**src/rtl/mult_seq_pkg.sv**
```systemverilog
// Shared constants and types for the multiplier job sequencer.
package mult_seq_pkg;

    localparam int unsigned dp_width   = 5;
    localparam int unsigned fifo_depth = 4;
    localparam int unsigned wait_limit = 64;
    localparam int unsigned st_width   = 2;

    typedef enum logic [st_width-1:0] {
        IDLE,
        LAUNCH,
        WAIT_BUSY,
        WAIT_DONE
    } seq_state_t;

    typedef struct packed {
        logic [dp_width-1:0] multiplicand;
        logic [dp_width-1:0] multiplier;
    } operand_pair_t;

endpackage

```
**src/rtl/mult_seq_fifo.sv**
```systemverilog
// Synchronous FIFO of operand pairs; head is presented combinationally from storage.
module mult_seq_fifo
    import mult_seq_pkg::*;
#(
    parameter type         T     = operand_pair_t,
    parameter int unsigned DEPTH = fifo_depth
) (
    input  logic clk,
    input  logic rst_b,
    input  logic push,
    input  T     wr_data,
    input  logic pop,
    output T     head,
    output logic full,
    output logic empty
);

    localparam int unsigned AW = $clog2(DEPTH);

    typedef logic [AW-1:0] ptr_t;
    typedef logic [AW:0]   cnt_t;

    T     mem [DEPTH];
    ptr_t wr_ptr;
    ptr_t rd_ptr;
    cnt_t count;
    logic do_push;
    logic do_pop;

    assign full    = (count == cnt_t'(DEPTH));
    assign empty   = (count == '0);
    assign do_push = push && !full;
    assign do_pop  = pop && !empty;
    assign head    = mem[rd_ptr];

    always_ff @(posedge clk) begin
        if (!rst_b) begin
            wr_ptr <= '0;
            rd_ptr <= '0;
            count  <= '0;
        end else begin
            if (do_push) wr_ptr <= wr_ptr + ptr_t'(1);
            if (do_pop)  rd_ptr <= rd_ptr + ptr_t'(1);
            case ({do_push, do_pop})
                2'b10:   count <= count + cnt_t'(1);
                2'b01:   count <= count - cnt_t'(1);
                default: count <= count;
            endcase
        end
    end

    // Storage needs no reset: only entries below count are ever read as valid.
    always_ff @(posedge clk) begin
        if (do_push) mem[wr_ptr] <= wr_data;
    end

endmodule

```
**src/rtl/mult_job_sequencer.sv**
```systemverilog
// In-order job sequencer around the add-shift multiplier (start/rdy protocol).
// Define MULT_SEQ_STATS_EN to add the jobs_done and busy_cycles counters.
module mult_job_sequencer
    import mult_seq_pkg::*;
#(
    parameter int unsigned DP_WIDTH   = dp_width,
    parameter int unsigned FIFO_DEPTH = fifo_depth,
    parameter int unsigned WAIT_LIMIT = wait_limit
) (
    input  logic                  clk,
    input  logic                  rst_b,
    input  logic                  in_valid,
    output logic                  in_ready,
    input  logic [DP_WIDTH-1:0]   in_multiplicand,
    input  logic [DP_WIDTH-1:0]   in_multiplier,
    output logic                  mul_start,
    output logic [DP_WIDTH-1:0]   mul_multiplicand,
    output logic [DP_WIDTH-1:0]   mul_multiplier,
    input  logic                  mul_rdy,
    input  logic [2*DP_WIDTH-1:0] mul_product,
    output logic                  out_valid,
    input  logic                  out_ready,
    output logic [2*DP_WIDTH-1:0] out_product,
`ifdef MULT_SEQ_STATS_EN
    output logic [15:0]           jobs_done,
    output logic [15:0]           busy_cycles,
`endif
    output logic                  err
);

    localparam int unsigned CW = $clog2(WAIT_LIMIT) + 1;

    typedef logic [CW-1:0] wcnt_t;

    typedef struct packed {
        logic [DP_WIDTH-1:0] multiplicand;
        logic [DP_WIDTH-1:0] multiplier;
    } pair_t;

    seq_state_t state;
    wcnt_t      wait_cnt;
    pair_t      wr_pair;
    pair_t      head;
    logic       full;
    logic       empty;
    logic       push;
    logic       launch;
    logic       capture;
    logic       timeout;

    assign wr_pair  = '{multiplicand: in_multiplicand, multiplier: in_multiplier};
    assign in_ready = !full;
    assign push     = in_valid && in_ready;
    // An unconsumed result blocks launch so it can never be overwritten.
    assign launch   = (state == IDLE) && !empty && mul_rdy && (!out_valid || out_ready);
    assign capture  = (state == WAIT_DONE) && mul_rdy;
    assign timeout  = (wait_cnt == wcnt_t'(WAIT_LIMIT - 1));

    mult_seq_fifo #(
        .T     (pair_t),
        .DEPTH (FIFO_DEPTH)
    ) u_fifo (
        .clk     (clk),
        .rst_b   (rst_b),
        .push    (push),
        .wr_data (wr_pair),
        .pop     (launch),
        .head    (head),
        .full    (full),
        .empty   (empty)
    );

    always_ff @(posedge clk) begin
        if (!rst_b) begin
            state            <= IDLE;
            wait_cnt         <= '0;
            mul_start        <= 1'b0;
            mul_multiplicand <= '0;
            mul_multiplier   <= '0;
            out_valid        <= 1'b0;
            out_product      <= '0;
            err              <= 1'b0;
        end else begin
            mul_start <= 1'b0;
            if (out_valid && out_ready) out_valid <= 1'b0;
            case (state)
                IDLE: begin
                    if (launch) begin
                        mul_multiplicand <= head.multiplicand;
                        mul_multiplier   <= head.multiplier;
                        mul_start        <= 1'b1;
                        state            <= LAUNCH;
                    end
                end
                LAUNCH: begin
                    wait_cnt <= '0;
                    state    <= WAIT_BUSY;
                end
                WAIT_BUSY: begin
                    if (!mul_rdy) begin
                        wait_cnt <= '0;
                        state    <= WAIT_DONE;
                    end else if (timeout) begin
                        err   <= 1'b1;
                        state <= IDLE;
                    end else begin
                        wait_cnt <= wait_cnt + wcnt_t'(1);
                    end
                end
                WAIT_DONE: begin
                    if (capture) begin
                        out_product <= mul_product;
                        out_valid   <= 1'b1;
                        state       <= IDLE;
                    end else if (timeout) begin
                        err   <= 1'b1;
                        state <= IDLE;
                    end else begin
                        wait_cnt <= wait_cnt + wcnt_t'(1);
                    end
                end
                default: state <= IDLE;
            endcase
        end
    end

`ifdef MULT_SEQ_STATS_EN
    always_ff @(posedge clk) begin
        if (!rst_b) begin
            jobs_done   <= '0;
            busy_cycles <= '0;
        end else begin
            if (capture) jobs_done <= jobs_done + 16'd1;
            if (state != IDLE && busy_cycles != '1) busy_cycles <= busy_cycles + 16'd1;
        end
    end
`endif

endmodule

```
**config.mk**
```make
export PLATFORM = sky130hd
export DESIGN_NAME = mult_job_sequencer
export DESIGN_NICKNAME = d
export VERILOG_FILES = /design/src/rtl/mult_seq_pkg.sv /design/src/rtl/mult_seq_fifo.sv /design/src/rtl/mult_job_sequencer.sv
export SDC_FILE = /design/constraint.sdc
export NUM_CORES = 1
export LEC_CHECK = 0
export BUFFER_PORTS_ARGS = -buffer_cell sky130_fd_sc_hd__buf_2
export CELL_PAD_IN_SITES_DETAIL_PLACEMENT = 1
export CELL_PAD_IN_SITES_GLOBAL_PLACEMENT = 2
export CORE_UTILIZATION = 30
export CTS_CLUSTER_DIAMETER = 30
export DETAILED_ROUTE_END_ITERATION = 10
export PLACE_DENSITY_LB_ADDON = 0.1
export SYNTH_ARGS = -nofsm -noshare
export SYNTH_HDL_FRONTEND = slang
export SYNTH_SLANG_ARGS = --single-unit
```
**constraint.sdc**
```tcl
create_clock -name clk -period 2.7 [get_ports clk]
set_input_delay 0.27 -clock clk [delete_from_list [all_inputs] [get_ports clk]]
set_output_delay 0.27 -clock clk [all_outputs]
set_load 0.01 [all_outputs]
```
==> results of run 1 <==
per-layer routing:
layer | vias up | GRT usage (%)
met3 | 4 | 4.554
met1 | 984 | 15.94
met2 | 43 | 21.19
met4 | 0 | 4.225
li1 | 993 | -
met5 | - | 0
flip-flops by register name, summed over array words and instances (netlist names):
name / flops
u_fifo.mem: 40
out_product: 10
wait_cnt: 7
mul_multiplicand: 5
mul_multiplier: 5
u_fifo.count: 3
state: 2
u_fifo.rd_ptr: 2
u_fifo.wr_ptr: 2
err: 1
mul_start: 1
out_valid: 1
logic make-up after synthesis:
family / after synthesis / synth area share [%]
compound gates: 42 / 9.811
xor+xnor: 7 / 1.931
fa+ha+maj: 7 / 2.994
buf+inv: 18 / 2.481
flops: 79 / 62.41
mux: 12 / 7.723
simple gates: 85 / 12.65
Yosys cell counts, drive strengths merged:
cell     instances  area [um2]
o21ai            3       15.01
xor2             4       35.03
o31a             1       8.760
ha               6       75.07
clkinv           1       3.750
edfxtp          40        1201
a21o             1       7.510
or2              1       6.260
and3             6       37.54
nand2           46       172.7
o2111ai          1       8.760
a21boi          24       180.2
nand3b           1       7.510
nand3            4       20.02
nand2b           5       31.28
xnor2            3       26.28
inv              7       26.27
buf              6       33.77
mux2i            2       20.02
or3b             1       8.760
o41ai            1       8.760
mux4            10       225.2
a21oi            4       20.02
nor3b            1       7.510
a211oi           1       7.510
nand4            2       12.51
or3              3       18.77
nor2b            1       6.260
nor2             7       28.78
fa               1       20.02
o21a             1       7.510
o311a            1       10.01
dfxtp           39       780.8
and2             7       43.79
o211ai           3       27.52
o211a            1       10.01
clkbuf           4       15.01
final timing paths:
kind                       start  slack, ps  cells after the start                   to
max              u_fifo.count[0]        320                      9      u_fifo.count[2]
min           in_multiplicand[0]        140                      1     u_fifo.mem[3][5]
max reg2reg      u_fifo.count[0]        320                      9      u_fifo.count[2]
min reg2reg  mul_multiplicand[3]        450                      2  mul_multiplicand[3]
per-stage QoR:
stage | hold slack [ps] | util [%] | setup WS, ps | power [W]
2_1_floorplan | 368.9 | - | 418.7 | 0.002044
3_3_place_gp | 437.6 | 34.71 | 381.4 | 0.002282
3_5_place_dp | 447.4 | 34.71 | 319.8 | 0.002288
4_1_cts | 122.6 | 36.24 | 292.9 | 0.003040
5_1_grt | 119.2 | 36.24 | 145.8 | 0.003163
6_report | 139.1 | 36.24 | 322.6 | 0.002967
cell type report:
class	instances	area, um2	area share, %
multi-input cells	153	1115	29.93
well taps	136	170.2	4.568
clock buffers	11	131.4	3.527
flip-flops and latches	79	1982	53.21
inverters	8	30.03	0.8062
repair buffers	52	270.3	7.256
clock inverters	4	26.28	0.7054
power groups by stage:
stage	registers, W	logic, W	clock network [W]
2_1_floorplan	0.00153	0.000511	0
3_3_place_gp	0.00153	0.000752	0
3_5_place_dp	0.00154	0.000751	0
4_1_cts	0.00151	0.000754	0.000776
5_1_grt	0.00153	0.000814	0.000820
6_report	0.00151	0.000722	0.000738
==> key figures, run 1 <==
Run status
  – Status: completed

STA
  – Fin crit share: 88.05%
  – Fmax: 0.4206 GHz
  – Min Tclk post-route: 2377 ps
  – Clock Skew: 9.911 ps
  – Setup TNS Final: 0 ps
  – Max-slew violations: 0
  – RSZ-0062 raised after global routing: no
  – Setup violators final: 0
  – Slew @ Worst Pin: 575.5 ps
  – Final Hold Viols: 0
  – Max-slew headroom: 61.64%

Critical path
  – CP cell instances: or3b_1, and2_1, clkinv_1, ha_1, inv_1, fa_1, xor2_1, or3_1, a21boi_0
  – Critical Path Source Type: register
  – CP endpoint kind: register
  – Kind of critical path: register to register
  – CP Max Fanout: 6
  – Max incr delay on CP: 460 ps
  – Critical Path RT: 2970 ps
  – Crit path max-delay cell type: or3b_1
  – CP delay by family, top: simple AND/OR/NAND/NOR gates
  – Critical path arrival: 2650 ps
  – Worst path bufs/invs: 2

Clocking
  – Clk Latency, worst-skew pair: 340 ps
  – TritonCTS Sinks: 79
  – CTS Buf Count: 9
  – Clk slew on worst S/H paths: 80 ps
  – CTS resizes: 0
  – Clk Tree Root Cell: clkbuf_8
  – CTS tree: built
  – Max H-tree Level: 3
  – Clock buffer depth: 2
  – CTS Hold Buffers Added: 0
  – Postcts setup bufs: 0

Flow run
  – Number of max-cap violations: 0

Power and ir drop
  – VDD IR-drop max: 346.8 uV
  – Switching Share: 29.81%
  – P_leak: 1.383 nW
  – Flop pwr share: 50.8%
  – Clk pwr share: 24.9%
  – PD cells: 796.6 nW/um2
  – Internal Pwr Total: 0.002083 W
  – Net Switching: 0.0008845 W
  – Combinational group share of total power: 24.3%

Logic synthesis
  – Post-synthesis cell area: 3176 um2
  – #FFs+latches synth: 79
  – Ys Warns: 0
  – Syn avg cell area: 12.70 um2
  – Syn Nets: 282
  – Sequential element share of the synthesized area: 62.41%
  – Synth unique cells: 43
  – Syn Inst Count: 250

Floorplan
  – FP Rows: 37
  – Initial Util: 30.90%
  – Die span in x: 104.9 um
  – Die Y-Extent: 104.9 um
  – Core area: 10,280 um2
  – # IOs: 49
  – Die area: 11,000 um2

Routing
  – Via count: 2,024
  – WL met3: 268 um
  – 1st-iter DRT viols: 50
  – DR pass1 iterations: 4
  – Via/cell ratio: 4.569
  – Post-Route WL: 6.585 mm
  – M1 WL: 3.137 mm
  – Remaining DRCs: 0
  – Top Metal Used: met4
  – Antenna Nets Post-Route: 0
  – Wire length per cell: 14.86 um
  – DR WL met2: 3.118 mm

Global route
  – Total gr overflow: 0
  – Number of antenna violations at the first check in global routing: 0
  – Largest net degree at the start of global routing: 32
  – Global-route wire length before repair: 10.65 mm
  – Vias in the first global route: 2,025
  – Total GRT Usage: 12.96%

Worst hold path
  – HP Class: input port to register

Layout
  – Fillcell total: 1,131
  – Most frequent cells in the layout: buf_2, nand2_1, edfxtp_1
  – Layout cell share with drive strength beyond 1: 25.41%
  – Ant diodes: 0
  – Fin area: 3725 um2
  – Most common cell after layout, fill and taps aside: buf_2
  – Layout Nets: 335
  – Final Non-Filler Cells: 443
  – Layout area overhead: 17.30%

Placed design
  – Placed Instances: 428
  – HPWL Detailed: 4.506 mm
  – RePlAce Congestion: 0.6807
  – Post-placement cell area: 3567 um2
  – Buffers on Ports: 48
Note: power is estimated with default switching activity, not from simulation.
==> run 2: changes to the inputs <==
--- a/config.mk
+++ b/config.mk
@@ -8,10 +8,11 @@
 export BUFFER_PORTS_ARGS = -buffer_cell sky130_fd_sc_hd__buf_2
 export CELL_PAD_IN_SITES_DETAIL_PLACEMENT = 1
 export CELL_PAD_IN_SITES_GLOBAL_PLACEMENT = 2
+export CORE_MARGIN = 5
 export CORE_UTILIZATION = 30
 export CTS_CLUSTER_DIAMETER = 30
 export DETAILED_ROUTE_END_ITERATION = 10
-export PLACE_DENSITY_LB_ADDON = 0.1
+export PLACE_DENSITY = 0.69
 export SYNTH_ARGS = -nofsm -noshare
 export SYNTH_HDL_FRONTEND = slang
 export SYNTH_SLANG_ARGS = --single-unit
==> run 2 against run 1 <==
Net effect: clock skew fell by 2.7 ps; sequential cell count did not move; cell area rose by 1.2%; clock power rose by 21%; maximum frequency fell by 0.34%; first-iteration DRC count rose by 16%; sequential share of layout area fell by 0.62 points; cell count rose by 0.23%; critical path depth did not move; core utilization rose by 0.26 points; global-route usage fell by 1.6 points; wire length rose by 3.6%; critical path type unchanged; largest cell class unchanged; highest routed layer unchanged.
==> key figures, run 2 (synthesis results as in run 1) <==
Worst hold path
  – HP Class: input port to register
  – WHS Path Cells: 1 (unchanged)

Critical path
  – Kind of critical path: register to register
  – R2r worst-path depth: 9 (unchanged)
  – Max incr delay on CP: 450 ps (about the same)
  – CP endpoint kind: register
  – Critical Path Source Type: register
  – CP Max Fanout: 6 (unchanged)
  – CP delay by family, top: simple AND/OR/NAND/NOR gates
  – Worst path bufs/invs: 2 (unchanged)
  – Crit path max-delay cell type: or3b_1
  – CP cell instances: or3b_1, and2_1, clkinv_1, ha_1, inv_1, fa_1, xor2_1, or3_1, a21boi_0
  – Critical Path RT: 2970 ps (about the same)
  – Levels on crit path: 9 (unchanged)
  – Critical path arrival: 2660 ps (about the same)

Layout
  – Number of flip-flops in the largest register: 40 (unchanged)
  – Largest Register: u_fifo.mem
  – Top Registers: u_fifo.mem x40, out_product x10, wait_cnt x7
  – Most frequent cells in the layout: buf_2, nand2_1, edfxtp_1
  – Layout area overhead: 18.68%
  – Final core occ: 36.50% (+0.26 points)
  – Fillcell total: 1,155 (+2.1%)
  – Layout Nets: 335 (unchanged)
  – Most common cell after layout, fill and taps aside: buf_2
  – Layout cell share with drive strength beyond 1: 26.30% (+0.89 points)
  – Ant diodes: 0 (unchanged)
  – Multi-input logic area: 1115 um2 (unchanged)
  – Storage element area: 1982 um2 (unchanged)

Clocking
  – CTS Hold Buffers Added: 0 (unchanged)
  – CTS tree: built
  – Postcts setup bufs: 0 (unchanged)
  – Clk slew on worst S/H paths: 90 ps (about the same)
  – CTS resizes: 0 (unchanged)
  – Max H-tree Level: 3 (unchanged)
  – TritonCTS Sinks: 79 (unchanged)
  – Clock buffer depth: 2 (unchanged)
  – Clk Tree Root Cell: clkbuf_8
  – Clk Latency, worst-skew pair: 350 ps (about the same)
  – CTS Buf Count: 9 (unchanged)

STA
  – Fmax: 0.4192 GHz (-0.34%)
  – Fin crit share: 88.35% (+0.30 points)
  – WHS: 134.3 ps (-4.802 ps)
  – Min Tclk post-route: 2386 ps (+8.120 ps)
  – RSZ-0062 raised after global routing: no
  – Setup violators final: 0 (unchanged)
  – Slew @ Worst Pin: 576.9 ps (+1.491 ps)
  – Max-slew headroom: 61.48% (-0.15 points)
  – Clock Skew: 7.215 ps (-2.696 ps)
  – Final Hold Viols: 0 (unchanged)
  – Setup TNS Final: 0 ps (unchanged)
  – Max-slew violations: 0 (unchanged)

Power and ir drop
  – Internal Pwr Total: 0.002196 W (+5.5%)
  – PD cells: 830.2 nW/um2 (+4.2%)
  – P_leak: 1.416 nW (+2.4%)
  – Flop pwr share: 48.2% (-2.6 points)
  – Combinational group share of total power: 23.3% (-1.0 points)
  – Net Switching: 0.0009323 W (+5.4%)
  – VDD IR-drop max: 372.2 uV (+7.3%)
  – Switching Share: 29.80% (about the same)
  – Clk pwr share: 28.5% (+3.6 points)

Routing
  – Via count: 2,057 (+1.6%)
  – Remaining DRCs: 0 (unchanged)
  – DR pass1 iterations: 4 (unchanged)
  – Antenna Nets Post-Route: 0 (unchanged)
  – 1st-iter DRT viols: 58 (+16%)
  – Via/cell ratio: 4.633 (+1.4%)
  – Wire length per cell: 15.37 um (+3.4%)
  – Post-Route WL: 6.825 mm (+3.6%)

Global route
  – Number of antenna violations at the first check in global routing: 0 (unchanged)
  – Total gr overflow: 0 (unchanged)
  – Largest net degree at the start of global routing: 26 (-19%)
  – Vias in the first global route: 2,175 (+7.4%)
  – Global-route wire length before repair: 11.26 mm (+5.8%)
  – Total GRT Usage: 11.37% (-1.6 points)

Floorplan
  – Die span in x: 112.9 um (+7.6%)
  – Core area: 10,320 um2 (+0.45%)
  – Die area: 12,740 um2 (+16%)
  – # IOs: 49 (unchanged)
  – Die Y-Extent: 112.9 um (+7.6%)
  – Initial Util: 30.76% (-0.14 points)
  – FP Rows: 37 (unchanged)

Placed design
  – HPWL Detailed: 4.764 mm (+5.7%)
  – RePlAce Congestion: 0.7493 (+10%)
  – Buffers on Ports: 48 (unchanged)

Run status
  – Status: completed

Flow run
  – Number of max-cap violations: 0 (unchanged)
## run 2: cell types whose count changed in the layout (fill, tap and decap cells not counted)
cell,before,now
clkinvlp_4,3,0
inv_6,0,3
clkbuf_1,2,0
clkinv_4,0,2
bufinv_16,0,1
## run 2: metal layers
layer	vias up	routed length [um]	global-route usage, %
met4	0	61	3.125
met2	45	3287	18.92
met1	1004	3123	14.05
met5	-	0	0
li1	1000	-	-
met3	8	352	3.957
## run 2: worst paths after layout
path / from / to / slack (ps)
setup / recovery: u_fifo.count[0] / u_fifo.count[2] / 310
hold / removal: in_multiplicand[1] / u_fifo.mem[2][6] / 130
setup reg to reg: u_fifo.count[0] / u_fifo.count[2] / 310
hold reg to reg: mul_multiplier[2] / mul_multiplier[2] / 460
## run 2: layout make-up
class / instances / share of cell area [%]
Clock inverter: 7 / 2.058
Inverter: 8 / 0.7968
Multi-Input combinational cell: 153 / 29.58
Tap cell: 136 / 4.515
Sequential cell: 79 / 52.59
Clock buffer: 9 / 3.287
Timing Repair Buffer: 52 / 7.171
## run 2: power groups by stage
stage	clock, W	sequential (W)	combinational (W)
after floorplan	0	0.00153	0.000511
after global placement	0	0.00153	0.000738
after detailed placement	0	0.00154	0.000751
after CTS	0.000930	0.00151	0.000758
after global routing	0.000983	0.00153	0.000827
final	0.000891	0.00151	0.000728
## run 2: per-stage QoR
| step | setup WS, ps | area [um2] | power, W | instances |
|---|---|---|---|---|
| after CTS | 279.0 | 3769 | 0.003202 | 444 |
| after detailed placement | 335.1 | 3567 | 0.002291 | 428 |
| after global placement | 394.4 | 3567 | 0.002269 | 428 |
| after floorplan | 418.7 | 3176 | 0.002044 | 250 |
| after global routing | 152.8 | 3769 | 0.003342 | 444 |
| final | 314.4 | 3769 | 0.003129 | 444 |
